File: src/rtl/uncache_ctrl.sv
// Uncached access sequencer: stalls the memory stage and runs one single-beat read or write
// over the bridge req/ack interface. Define UNCACHE_POSTED_WRITE_EN for posted writes.
module uncache_ctrl #(
  parameter int unsigned MAX_OUTSTANDING = 2
) (
  input  logic        clk,
  input  logic        rst,
  input  logic        sram_en,
  input  logic [3:0]  sram_wen,
  input  logic [31:0] sram_addr,
  input  logic [31:0] sram_wdata,
  input  logic        cached,
  output logic        stallreq,
  output logic        hit,
  output logic        refresh,
  output logic        rd_req,
  output logic [31:0] rd_addr,
  input  logic        rd_ack,
  input  logic        rdata_valid,
  output logic        wr_req,
  output logic [31:0] wr_addr,
  output logic [31:0] wr_data,
  output logic [3:0]  wr_strb,
  input  logic        wr_ack,
  input  logic        wr_done
);

  localparam int unsigned AW = 32;
  localparam int unsigned DW = 32;
  localparam int unsigned SW = 4;

  if (MAX_OUTSTANDING == 0) begin : g_bad_cfg
    $error("uncache_ctrl: MAX_OUTSTANDING must be at least 1");
  end

  typedef enum logic [2:0] {
    S_IDLE    = 3'd0,
    S_RD_REQ  = 3'd1,
    S_RD_WAIT = 3'd2,
    S_WR_REQ  = 3'd3,
    S_WR_WAIT = 3'd4,
    S_DONE    = 3'd5
  } state_e;

  state_e        state_q, state_d;
  logic [AW-1:0] addr_q, addr_d;
  logic [DW-1:0] wdata_q, wdata_d;
  logic [SW-1:0] wen_q, wen_d;

  logic          rd_req_q, rd_req_d;
  logic [AW-1:0] rd_addr_q, rd_addr_d;
  logic          wr_req_q, wr_req_d;
  logic [AW-1:0] wr_addr_q, wr_addr_d;
  logic [DW-1:0] wr_data_q, wr_data_d;
  logic [SW-1:0] wr_strb_q, wr_strb_d;
  logic          hit_q, hit_d;

  logic          rd_acc, wr_acc;
  logic          blk_rd_d, blk_wr_d;

  // An ack only counts while the matching request is actually on the wire.
  assign rd_acc = (state_q == S_RD_REQ) && rd_req_q && rd_ack;
  assign wr_acc = (state_q == S_WR_REQ) && wr_req_q && wr_ack;

`ifdef UNCACHE_POSTED_WRITE_EN
  localparam int unsigned CNT_W = $clog2(MAX_OUTSTANDING + 1);

  logic [CNT_W-1:0] cnt_q, cnt_d;

  // Writes in flight: ack adds one, response removes one, a stray response at zero is dropped.
  always_comb begin
    cnt_d = cnt_q;
    if (wr_acc && !wr_done) begin
      cnt_d = cnt_q + CNT_W'(1);
    end else if (!wr_acc && wr_done && (cnt_q != '0)) begin
      cnt_d = cnt_q - CNT_W'(1);
    end
  end

  always_ff @(posedge clk or negedge rst) begin
    if (!rst) begin
      cnt_q <= '0;
    end else begin
      cnt_q <= cnt_d;
    end
  end

  assign blk_rd_d = (cnt_d != '0);
  assign blk_wr_d = (cnt_d == CNT_W'(MAX_OUTSTANDING));
`else
  assign blk_rd_d = 1'b0;
  assign blk_wr_d = 1'b0;
`endif

  always_ff @(posedge clk or negedge rst) begin
    if (!rst) begin
      state_q <= S_IDLE;
    end else begin
      state_q <= state_d;
    end
  end

  // Next state and request capture.
  always_comb begin
    state_d = state_q;
    addr_d  = addr_q;
    wdata_d = wdata_q;
    wen_d   = wen_q;
    case (state_q)
      S_IDLE: begin
        if (sram_en && !cached) begin
          addr_d  = sram_addr;
          wdata_d = sram_wdata;
          wen_d   = sram_wen;
          state_d = (sram_wen != '0) ? S_WR_REQ : S_RD_REQ;
        end
      end
      S_RD_REQ: begin
        if (rd_acc) begin
          state_d = rdata_valid ? S_DONE : S_RD_WAIT;
        end
      end
      S_RD_WAIT: begin
        if (rdata_valid) begin
          state_d = S_DONE;
        end
      end
      S_WR_REQ: begin
        if (wr_acc) begin
`ifdef UNCACHE_POSTED_WRITE_EN
          state_d = S_DONE;
`else
          state_d = wr_done ? S_DONE : S_WR_WAIT;
`endif
        end
      end
      S_WR_WAIT: begin
`ifdef UNCACHE_POSTED_WRITE_EN
        state_d = S_IDLE;
`else
        if (wr_done) begin
          state_d = S_DONE;
        end
`endif
      end
      S_DONE:  state_d = S_IDLE;
      default: state_d = S_IDLE;
    endcase
  end

  // Outputs: bridge requests are registered from the next state, stall and refresh are combinational.
  always_comb begin
    stallreq  = 1'b0;
    refresh   = 1'b0;
    rd_req_d  = 1'b0;
    rd_addr_d = '0;
    wr_req_d  = 1'b0;
    wr_addr_d = '0;
    wr_data_d = '0;
    wr_strb_d = '0;
    hit_d     = 1'b0;

    case (state_q)
      S_IDLE:                                    stallreq = sram_en && !cached;
      S_RD_REQ, S_RD_WAIT, S_WR_REQ, S_WR_WAIT:  stallreq = 1'b1;
      default:                                   stallreq = 1'b0;
    endcase

    refresh = rdata_valid && (rd_acc || (state_q == S_RD_WAIT));

    if ((state_d == S_RD_REQ) && !blk_rd_d) begin
      rd_req_d  = 1'b1;
      rd_addr_d = addr_d;
    end
    if ((state_d == S_WR_REQ) && !blk_wr_d) begin
      wr_req_d  = 1'b1;
      wr_addr_d = addr_d;
      wr_data_d = wdata_d;
      wr_strb_d = wen_d;
    end
    hit_d = (state_d == S_DONE) && (wen_d == '0);
  end

  always_ff @(posedge clk or negedge rst) begin
    if (!rst) begin
      addr_q    <= '0;
      wdata_q   <= '0;
      wen_q     <= '0;
      rd_req_q  <= 1'b0;
      rd_addr_q <= '0;
      wr_req_q  <= 1'b0;
      wr_addr_q <= '0;
      wr_data_q <= '0;
      wr_strb_q <= '0;
      hit_q     <= 1'b0;
    end else begin
      addr_q    <= addr_d;
      wdata_q   <= wdata_d;
      wen_q     <= wen_d;
      rd_req_q  <= rd_req_d;
      rd_addr_q <= rd_addr_d;
      wr_req_q  <= wr_req_d;
      wr_addr_q <= wr_addr_d;
      wr_data_q <= wr_data_d;
      wr_strb_q <= wr_strb_d;
      hit_q     <= hit_d;
    end
  end

  assign rd_req  = rd_req_q;
  assign rd_addr = rd_addr_q;
  assign wr_req  = wr_req_q;
  assign wr_addr = wr_addr_q;
  assign wr_data = wr_data_q;
  assign wr_strb = wr_strb_q;
  assign hit     = hit_q;

endmodule

File: config.mk
export PLATFORM = sky130hd
export DESIGN_NAME = uncache_ctrl
export DESIGN_NICKNAME = d
export VERILOG_FILES = /design/src/rtl/uncache_ctrl.sv
export SDC_FILE = /design/constraint.sdc
export NUM_CORES = 1
export LEC_CHECK = 0
export BUFFER_PORTS_ARGS = -buffer_cell sky130_fd_sc_hd__buf_4
export CAP_MARGIN = 10
export CORE_UTILIZATION = 46
export CTS_CLUSTER_SIZE = 12
export DETAILED_ROUTE_END_ITERATION = 6
export PLACE_DENSITY = 0.85
export SYNTH_ARGS = -nofsm -noshare
export SYNTH_HDL_FRONTEND = slang
export SYNTH_SLANG_ARGS = --single-unit
export TNS_END_PERCENT = 100
File: constraint.sdc
create_clock -name clk -period 1.89 [get_ports clk]
set_input_delay 0.0945 -clock clk [delete_from_list [all_inputs] [get_ports clk]]
set_output_delay 0.0945 -clock clk [all_outputs]
set_load 0.02 [all_outputs]
==> results of run 1 <==
==> cell families (layout without fill, tap and decap cells) <==
logic type	count (synthesis)	after routing	share of synthesized area, %
flip-flops	174	174	69.8
AO/OA/AOI/OAI	9	9	1.70
AND/OR/NAND/NOR	119	119	12.3
multiplexers	70	70	12.0
buffers and inverters	56	334	4.23
==> how the worst max path moves through the flow <==
stage | cells past startpoint | from | end
final | 7 | sram_wen[2] | rd_addr[0]$_DFF_PN0_
after global routing | 4 | state_q[1]$_DFF_PN0_ | refresh
after CTS | 7 | sram_wen[2] | rd_addr[0]$_DFF_PN0_
after detailed placement | 6 | state_q[2]$_DFF_PN0_ | rd_addr[24]$_DFF_PN0_
after global placement | 5 | sram_wen[0] | wr_data[10]$_DFF_PN0_
after floorplan | 8 | state_q[2]$_DFF_PN0_ | wr_addr[21]$_DFF_PN0_
==> state kept, by name, summed over array words and instances (netlist names) <==
signal   flops
wr_strb      4
wdata_q     32
wr_req       1
addr_q      32
rd_addr     32
state_q      3
wr_addr     32
wen_q        4
wr_data     32
rd_req       1
hit          1
==> report_power, final <==
group | internal (mW) | total, mW | switching (mW)
clock | 2.37 | 3.84 | 1.47
sequential | 5.11 | 5.62 | 0.505
combinational | 2.41 | 5.61 | 3.20
total | 9.89 | 15.1 | 5.18
==> area by class of cell <==
cell class	count	area share, %
Clock buffer	17	4.58
Clock inverter	15	2.48
Inverter	35	1.42
Multi-Input combinational cell	198	17.8
Sequential cell	174	46.9
Tap cell	176	2.37
Timing Repair Buffer	267	24.4
==> critical path, delay by kind of cell <==
family,cells,cell delay (ns)
buf+inv,3,0.90
simple gates,2,0.66
compound gates,2,0.47
==> synthesized netlist by cell type (2+ instances only) <==
cell        n  area (um^2)
nor2b_1     2         12.5
buf_6       4         45.0
nor2_1     37          139
inv_1      34          128
buf_2       7         35.0
mux2_2     36          405
and4b_1     2         20.0
mux2i_1    34          340
dfrtp_1   174         4350
nor3_1      4         20.0
buf_4       4         30.0
and2_1     37          231
clkbuf_1    6         22.5
nand2_1     3         11.3
nor3_2     28          280
==> layer usage <==
| layer | part of all wire [%] | track usage (%) | up-vias |
|---|---|---|---|
| li1 | - | - | 1919 |
| met1 | 39 | 27.0 | 2116 |
| met2 | 52 | 39.7 | 156 |
| met3 | 7.3 | 8.01 | 19 |
| met4 | 1.6 | 7.83 | 0 |
| met5 | 0 | 0 | - |
==> metrics by stage <==
step           power, mW  setup TNS, ns  worst slack, ns  std cells
2_1_floorplan       8.90         -0.226         -0.00778        428
3_3_place_gp        10.8              0            0.146        779
3_5_place_dp        11.1              0            0.106        779
4_1_cts             15.1              0           0.0191        880
5_1_grt             15.9              0          0.00467        882
6_report            15.1              0           0.0878        882
==> timing repair <==
item / CTS / global route
resized for setup: 0 / 2
setup buffers: 0 / 2
hold buffers: 69 / 0
endpoints found under the setup margin: 0 / 3
hold endpoints to repair: 132 / 0
==> key figures, run 1 <==
STA
  • Worst hold slack: about 0.022 ns
  • Worst slew margin: around 65%
  • Crit share post-route: 95.4%
  • Hold Vio Cnt, Final: 0
  • Finish-stage setup viols: 0
  • Fin crit period: 1.80 ns
  • Max Slew Vio Count: 0
  • Worst slew pin tran: 0.527 ns
  • F_max: between 500 and 600 MHz
  • Clk_skew: around 0.0072 ns
  • RSZ-0062 raised after global routing: false

Logic synthesis
  • Cell count after synthesis: ~430
  • Synth cell types: 31
  • EDFF count, synth: 0
  • Main synth FF type: dfrtp_1
  • Synth warn: 0
  • Register area share after synthesis: a little over two thirds
  • Synthesized netlist net count: between 500 and 600
  • Ys async rst share: 100%
  • Syn_area_per_cell: 14.6 um^2
  • Post-Synthesis Cell Area: ~6200 um^2
  • Synth Register Bits: between 150 and 200

Drt
  • Detailed Route Iter0 Violations: ~190
  • Via/cell ratio: approximately 4.8
  • Drt pass-1 iters: 6
  • Wire per inst: about 17 um
  • Final WL: 15100 um
  • Vias: about 4200
  • DRC Markers: 0
  • Post-route ant nets: 0

Floorplanning
  • CORE AREA: roughly 13000 um^2
  • Die ar.: roughly 14000 um^2
  • Die Ht: between 100 and 150 um
  • IO Count: roughly 180
  • Die W: between 100 and 150 um
  • Starting Density: between 40% and 50%
  • Site Rows: 42

CTS
  • TritonCTS buffer count: 17
  • Clk Latency, worst-skew pair: about 0.42 ns
  • Clock Path Buffers: 2
  • CTS root buf: clkbuf_16
  • CTS H-tree lvls: 4
  • Clock-pin slew on the worst setup and hold paths: about 0.06 ns
  • Clk sink count: roughly 170
  • CTS tree: done

Worst setup path
  • CP required: ~2.2 ns
  • Worst setup EP type: flip-flop
  • CP max FO: 13
  • Critical path class: in2reg
  • Worst-path cell chain: dlygate4sd3_1 -> buf_4 -> or4_4 -> a32oi_4 -> o31ai_4 -> buf_4 -> nor3_2
  • RR Startpoint: state_q[2]$_DFF_PN0_
  • R2R setup slack: about 0.10 ns
  • Arr. time, crit path: approximately 2.1 ns
  • Worst Setup Start Kind: primary input
  • Reg2Reg Capture Point: wr_data[1]$_DFF_PN0_
  • CP max stage delay: 0.53 ns
  • Crit-path slowest cell: dlygate4sd3_1
  • R2R depth: 5
  • CP dominant cell by count: buf_4

Final layout
  • Final Core Density: 70.1%
  • Final net count: between 700 and 800
  • Synth-to-Final Area Change: 48.8%
  • Most frequent cells in the layout: buf_4, dfrtp_1, dlygate4sd3_1, nor2_1
  • Commonest non-fill, non-tap cell in the layout: buf_4
  • Final instance area: roughly 9300 um^2
  • Fillers: just under 900
  • Multi-input gate area: roughly 1700 um^2
  • Register area: between 4000 and 5000 um^2
  • Layout cell share with drive strength beyond 1: a little over two fifths
  • Diodes inserted: 0

Power and ir drop
  • Leak: ~4.6 nW
  • Peak VDD IR: 882 uV
  • PwrDens: approximately 1600 nW/um^2

GRT
  • Grt ovf: 0
  • Largest net degree at the start of global routing: 63
  • Initial antenna violation count: 0
  • First-pass GRT wire length: 24600 um
  • GR Util All Layers: between 20% and 30%
  • Number of global-route vias before repair: between 4000 and 5000

Placed design
  • Placed inst area: roughly 7900 um^2
  • Post-detailed-placement half-perimeter wirelength: 9310 um
  • Port bufs: between 150 and 200
  • RD Place Congestion: about 0.72

Flow run
  • MaxCap Viol Count: 0

Hold path
  • Hold worst-path end: addr_q[15]$_DFF_PN0_
  • Hold Crit Start: sram_addr[15]
  • Hold Path Class: in2reg
  • Hold Path Stages: 3

Status
  • Run status: complete, no violations
Note: power is estimated with default switching activity, not from simulation.
==> run 2: changes to the inputs <==
--- a/config.mk
+++ b/config.mk
@@ -7,10 +7,12 @@
 export LEC_CHECK = 0
 export BUFFER_PORTS_ARGS = -buffer_cell sky130_fd_sc_hd__buf_4
 export CAP_MARGIN = 10
+export CORE_MARGIN = 1
 export CORE_UTILIZATION = 46
 export CTS_CLUSTER_SIZE = 12
 export DETAILED_ROUTE_END_ITERATION = 6
 export PLACE_DENSITY = 0.85
+export SETUP_SLACK_MARGIN = 0.5
 export SYNTH_ARGS = -nofsm -noshare
 export SYNTH_HDL_FRONTEND = slang
 export SYNTH_SLANG_ARGS = --single-unit
==> run 2 against run 1 <==
- core utilization increased by 7.1 points
- first-iteration DRC count is 24% higher
- final cell count grew 3.5%
- critical path depth decreased by 2
- via count rose by 4.5%
- clock-buffer cell count increased by 4
- worst hold slack improved by 0.039 ns
- final area rose by 10%
- sequential share of layout area shrank 4.3 points
- clock skew decreased by 0.00073 ns
==> key figures, run 2 (synthesized netlist as in run 1, its figures left out) <==
Worst setup path
  • CP Launch Point: state_q[2]$_DFF_PN0_ (was sram_wen[2])
  • R2R depth: 5 (unchanged)
  • R2R setup slack: 0.11 ns (was 0.10 ns)
  • Worst Setup Start Kind: flip-flop (was primary input)
  • Arr. time, crit path: 2.09 ns (was 2.13 ns)
  • RR Startpoint: state_q[2]$_DFF_PN0_ (unchanged)
  • Critical path class: reg2reg (was in2reg)
  • Reg2Reg Capture Point: wr_data[5]$_DFF_PN0_ (was wr_data[1]$_DFF_PN0_)
  • Worst setup EP type: flip-flop (unchanged)
  • CP required: 2.20 ns (was 2.22 ns)
  • CP max FO: 20 (was 13)

Hold path
  • Hold Crit Start: wr_ack (was sram_addr[15])
  • Hold Path Stages: 3 (unchanged)
  • Hold worst-path end: state_q[2]$_DFF_PN0_ (was addr_q[15]$_DFF_PN0_)
  • Hold Path Class: in2reg (unchanged)

Drt
  • Post-route ant nets: 0 (unchanged)
  • Drt pass-1 iters: 4 (was 6)
  • DRC Markers: 0 (unchanged)
  • Wire per inst: 18.3 um (was 17.1 um)
  • Final WL: 16700 um (was 15100 um)
  • Detailed Route Iter0 Violations: 236 (was 191)
  • Via/cell ratio: 4.82 (was 4.77)
  • Vias: 4398 (was 4210)

Power and ir drop
  • Total power: 16.7 mW (was 15.1 mW)
  • PwrDens: 1630 nW/um^2 (was 1620 nW/um^2)
  • Leak: 4.95 nW (was 4.63 nW)
  • Switch share: 35.0% (was 34.4%)
  • Pint: 10.8 mW (was 9.89 mW)
  • Combinational power share: 43.2% (was 37.2%)
  • Peak VDD IR: 1000 uV (was 882 uV)
  • P_sw: 5.85 mW (was 5.18 mW)
  • Clock share of power: 21.9% (was 25.5%)
  • Sequential share of power: 35.0% (was 37.3%)

GRT
  • First-pass GRT wire length: 26100 um (was 24600 um)
  • Largest net degree at the start of global routing: 51 (was 63)
  • GR Util All Layers: 25.0% (was 23.1%)
  • Initial antenna violation count: 0 (unchanged)
  • Grt ovf: 0 (unchanged)
  • Number of global-route vias before repair: 4921 (was 4663)

Floorplanning
  • Die W: 118 um (unchanged)
  • Starting Density: 47.1% (unchanged)
  • CORE AREA: 13200 um^2 (unchanged)
  • Site Rows: 42 (unchanged)
  • Die Ht: 118 um (unchanged)
  • Die ar.: 14000 um^2 (unchanged)
  • IO Count: 181 (unchanged)

CTS
  • CTS root buf: clkbuf_16 (unchanged)
  • CTS tree: done (unchanged)
  • Clk sink count: 174 (unchanged)
  • Clock-pin slew on the worst setup and hold paths: 0.07 ns (was 0.06 ns)
  • Clock Path Buffers: 2 (unchanged)
  • TritonCTS buffer count: 17 (unchanged)
  • Clk Latency, worst-skew pair: 0.43 ns (was 0.42 ns)
  • CTS H-tree lvls: 4 (unchanged)

STA
  • F_max: 561 MHz (was 555 MHz)
  • RSZ-0062 raised after global routing: true (was false)
  • Max Slew Vio Count: 0 (unchanged)
  • Hold Vio Cnt, Final: 0 (unchanged)
  • Clk_skew: 0.00645 ns (was 0.00718 ns)
  • Fin crit period: 1.78 ns (was 1.80 ns)
  • Worst slew margin: 68.1% (was 64.8%)
  • Worst hold slack: 0.0610 ns (was 0.0216 ns)
  • Worst slew pin tran: 0.478 ns (was 0.527 ns)
  • Crit share post-route: 94.3% (was 95.4%)
  • Finish-stage setup viols: 0 (unchanged)

Final layout
  • Most frequent cells in the layout: buf_4, dfrtp_1, dlygate4sd3_1, inv_1, mux2i_4 (was buf_4, dfrtp_1, dlygate4sd3_1, nor2_1)
  • Fillers: 757 (was 892)
  • Commonest non-fill, non-tap cell in the layout: buf_4 (unchanged)
  • Multi-input gate area: 2190 um^2 (was 1650 um^2)
  • Final net count: 800 (was 769)
  • Diodes inserted: 0 (unchanged)
  • Synth-to-Final Area Change: 63.8% (was 48.8%)
  • Register area: 4360 um^2 (was 4350 um^2)
  • Layout cell share with drive strength beyond 1: 52.5% (was 42.9%)

Placed design
  • RD Place Congestion: 0.855 (was 0.724)
  • Port bufs: 180 (unchanged)
  • Post-detailed-placement half-perimeter wirelength: 9730 um (was 9310 um)

Flow run
  • MaxCap Viol Count: 0 (unchanged)

Status
  • Run status: complete, no violations (unchanged)
[run 2: changes by cell type in the layout (fill, tap and decap cells not counted), sizes merged]
cell,before,now
bufinv,5,3
inv,41,39
dlygate4sd3,69,70
buf,198,227
clkbuf,17,22
[run 2: how the worst max path moves through the flow]
stage / to / slack (ns) / cells past startpoint
floorplan: wr_data[0]$_DFF_PN0_ / 0.14 / 7
global placement: wr_data[28]$_DFF_PN0_ / 0.05 / 5
detailed placement: rd_addr[1]$_DFF_PN0_ / -0.06 / 5
CTS: wr_addr[25]$_DFF_PN0_ / 0.15 / 6
global route: rd_addr[0]$_DFF_PN0_ / 0.05 / 6
finish: wr_data[5]$_DFF_PN0_ / 0.11 / 5
[run 2: layer usage]
layer,up-vias,routed length (um),global-route usage [%]
met5,-,0,0
li1,1988,-,-
met3,24,908,6.85
met1,2246,6170,28.1
met2,140,9240,45.3
met4,0,345,8.86
[run 2: metrics by stage]
step	util, %	cells	cell area (um^2)	worst slack (ns)	TNS (ns)
global route	77.2	913	10200	0.0539	0
finish	77.2	913	10200	0.108	0
floorplan	-	428	6620	0.140	0
detailed placement	63.0	791	8340	-0.0638	-0.329
global placement	63.0	791	8340	0.0486	0
CTS	75.7	910	10000	0.147	0
[run 2: power groups by stage]
stage                     sequential [mW]  clock (mW)  combinational, mW
after global placement               5.72           0               5.73
after floorplan                      6.41           0               3.14
after detailed placement             5.80           0               5.96
after CTS                            5.79        3.69               6.70
after global routing                 5.95        3.86               7.65
final                                5.83        3.64               7.20
[run 2: layout make-up]
| cell class | instances | share of cell area, % |
|---|---|---|
| Clock buffer | 21 | 4.60 |
| Clock inverter | 11 | 1.51 |
| Inverter | 35 | 1.44 |
| Multi-Input combinational cell | 198 | 21.4 |
| Sequential cell | 174 | 42.6 |
| Tap cell | 176 | 2.15 |
| Timing Repair Buffer | 298 | 26.2 |
[run 2: repair_timing]
action	in CTS	in global routing
endpoints found under the hold margin	171	0
gates cloned	2	1
gates resized for setup	35	42
hold buffers	70	0
endpoints found under the setup margin	174	175
setup buffers	15	2
pin swaps	3	6
[run 2: critical path, stage by stage, from the launching register on]
cell and delay [ns]:
dfrtp_2 0.45, nor3b_4 0.20, and2_4 0.25, buf_12 0.19, mux2_2 0.37, and2_1 0.19
==> run 3: changes to the inputs <==
--- a/config.mk
+++ b/config.mk
@@ -12,6 +12,7 @@
 export CTS_CLUSTER_SIZE = 12
 export DETAILED_ROUTE_END_ITERATION = 6
 export PLACE_DENSITY = 0.85
+export RECOVER_POWER = 100
 export SETUP_SLACK_MARGIN = 0.5
 export SYNTH_ARGS = -nofsm -noshare
 export SYNTH_HDL_FRONTEND = slang
==> run 3 against run 2 <==
- largest power group unchanged
- worst hold slack better by 0.025 ns
- fmax down 1.7%
- sequential power fell by 2%
- largest cell class unchanged
==> key figures, run 3 (synthesized netlist as in run 1, its figures left out) <==
Worst setup path
  • CP max FO: 28 (was 20)
  • CP required: 2.22 ns (was 2.20 ns)
  • CP Launch Point: state_q[2]$_DFF_PN0_ (unchanged)
  • R2R depth: 5 (unchanged)
  • Critical path class: reg2reg (unchanged)
  • Reg2Reg Capture Point: rd_addr[10]$_DFF_PN0_ (was wr_data[5]$_DFF_PN0_)
  • Worst setup EP type: flip-flop (unchanged)
  • Worst Setup Start Kind: flip-flop (unchanged)
  • R2R setup slack: 0.08 ns (was 0.11 ns)
  • Arr. time, crit path: 2.14 ns (was 2.09 ns)
  • End of the critical path: rd_addr[10]$_DFF_PN0_ (was wr_data[5]$_DFF_PN0_)
  • RR Startpoint: state_q[2]$_DFF_PN0_ (unchanged)

Final layout
  • Most frequent cells in the layout: dfrtp_1, clkbuf_1, buf_4, dlygate4sd3_1, inv_1 (was buf_4, dfrtp_1, dlygate4sd3_1, inv_1, mux2i_4)
  • Fillers: 942 (was 757)
  • Commonest non-fill, non-tap cell in the layout: dfrtp_1 (was buf_4)
  • Diodes inserted: 0 (unchanged)
  • Final Core Density: 72.2% (was 77.2%)
  • Final net count: 800 (unchanged)
  • Layout cell share with drive strength beyond 1: 32.6% (was 52.5%)
  • Synth-to-Final Area Change: 53.3% (was 63.8%)
  • Final non-filler cell total: 913 (unchanged)

GRT
  • GR Util All Layers: 25.0% (unchanged)
  • Number of global-route vias before repair: 4921 (unchanged)
  • Grt ovf: 0 (unchanged)
  • Met1 Use GR: 28.1% (unchanged)
  • Grt peak-use layer: met2 (unchanged)
  • Met2 Use GR: 45.3% (unchanged)
  • First-pass GRT wire length: 26100 um (unchanged)
  • Initial antenna violation count: 0 (unchanged)
  • Largest net degree at the start of global routing: 51 (unchanged)
  • GRT met3 Usage: 6.85% (unchanged)

Floorplanning
  • Die Ht: 118 um (unchanged)
  • Site Rows: 42 (unchanged)
  • Die ar.: 14000 um^2 (unchanged)
  • IO Count: 181 (unchanged)
  • Die W: 118 um (unchanged)
  • Starting Density: 47.1% (unchanged)
  • CORE AREA: 13200 um^2 (unchanged)

Power and ir drop
  • PwrDens: 1630 nW/um^2 (about the same)
  • Peak VDD IR: 970 uV (was 1000 uV)
  • Total power: 15.6 mW (was 16.7 mW)
  • Leak: 4.43 nW (was 4.95 nW)

Flow run
  • MaxCap Viol Count: 0 (unchanged)

STA
  • Worst slew margin: 16.4% (was 68.1%)
  • Clk_skew: 0.00644 ns (was 0.00645 ns)
  • Crit share post-route: 95.9% (was 94.3%)
  • Hold Vio Cnt, Final: 0 (unchanged)
  • Fin worst setup slack: 0.0772 ns (was 0.108 ns)
  • Max Slew Vio Count: 0 (unchanged)
  • F_max: 552 MHz (was 561 MHz)
  • Fin crit period: 1.81 ns (was 1.78 ns)
  • Finish-stage setup viols: 0 (unchanged)
  • RSZ-0062 raised after global routing: true (unchanged)
  • Worst slew pin tran: 1.25 ns (was 0.478 ns)

Placed design
  • Cell count after placement: 791 (unchanged)
  • RD Place Congestion: 0.855 (unchanged)
  • Pre-CTS setup slack: -0.0638 ns (unchanged)
  • Post-detailed-placement half-perimeter wirelength: 9730 um (unchanged)
  • Port bufs: 180 (unchanged)

CTS
  • TritonCTS buffer count: 17 (unchanged)
  • CTS tree: done (unchanged)
  • CTS H-tree lvls: 4 (unchanged)
  • Clock-pin slew on the worst setup and hold paths: 0.07 ns (about the same)
  • CTS root buf: clkbuf_16 (unchanged)
  • Clk Latency, worst-skew pair: 0.43 ns (about the same)
  • Clock Path Buffers: 2 (unchanged)
  • Clk sink count: 174 (unchanged)

Drt
  • Drt pass-1 iters: 4 (unchanged)
  • Detailed Route Iter0 Violations: 252 (was 236)
  • Final WL: 16500 um (was 16700 um)
  • Via/cell ratio: 4.81 (was 4.82)
  • DRC Markers: 0 (unchanged)
  • Wire per inst: 18.1 um (was 18.3 um)
  • Vias: 4396 (was 4398)
  • Post-route ant nets: 0 (unchanged)

Hold path
  • Hold Path Class: in2reg (unchanged)

Status
  • Run status: complete, no violations (unchanged)
[run 3: changes by cell type in the layout (fill, tap and decap cells not counted), moves of 15 or more]
| cell | change |
|---|---|
| and2_1 | -17 |
| and2_0 | +20 |
| buf_4 | -110 |
| mux2_2 | -15 |
| clkbuf_1 | +105 |
| mux2_1 | +23 |
[run 3: worst max-delay path: stages (launching register included)]
cell	delay, ns
dfrtp_1	0.46
and3b_2	0.28
a32oi_1	0.33
o311ai_4	0.19
buf_12	0.21
nor3_1	0.22
[run 3: timing repair]
item                                    CTS  global route
resized for setup                        35            42
endpoints found under the setup margin  174           175
cloned                                    2             1
pin swaps                                 3             6
setup buffers                            15             2
endpoints found under the hold margin   171             0
hold buffers                             70             0
[run 3: final cells by class]
type                            instances  area (um^2)  share of cell area, %
Timing Repair Buffer                  298         2260                   23.6
Sequential cell                       174         4360                   45.5
Tap cell                              176          220                   2.30
Inverter                               35          148                   1.54
Clock inverter                         11          154                   1.61
Multi-Input combinational cell        198         1960                   20.5
Clock buffer                           21          470                   4.92
[run 3: worst min-delay path by stage]
stage            from  depth (start not counted)  slack [ns]                   end
4_1_cts        wr_ack                          3        0.05  state_q[2]$_DFF_PN0_
5_1_grt        wr_ack                          3        0.08  state_q[2]$_DFF_PN0_
3_3_place_gp      rst                          1        0.06  wr_data[3]$_DFF_PN0_
6_report       wr_ack                          3        0.09  state_q[2]$_DFF_PN0_
2_1_floorplan     rst                          0       -0.20   addr_q[0]$_DFF_PN0_
3_5_place_dp      rst                          1        0.07  wr_data[3]$_DFF_PN0_
[run 3: through the flow]
step                TNS, ns  hold WS [ns]  cell area, um^2
floorplan                 0        -0.201             6620
global placement          0        0.0625             8340
detailed placement   -0.329        0.0677             8340
CTS                       0        0.0510            10000
global route              0        0.0789             9570
finish                    0        0.0860             9570
[run 3: metal layers]
layer	up-vias	share of wire (%)	wire length (um)
met5	-	0	0
met4	0	1.7	273
met3	20	5.4	900
met2	147	56	9240
met1	2239	37	6120
li1	1990	-	-
[run 3: where the power goes]
| part | switching (mW) | internal (mW) | leakage [nW] | total [mW] |
|---|---|---|---|---|
| combinational | 3.58 | 2.64 | 1.89 | 6.21 |
| sequential | 0.617 | 5.12 | 2.24 | 5.74 |
| clock | 1.45 | 2.20 | 0.301 | 3.65 |
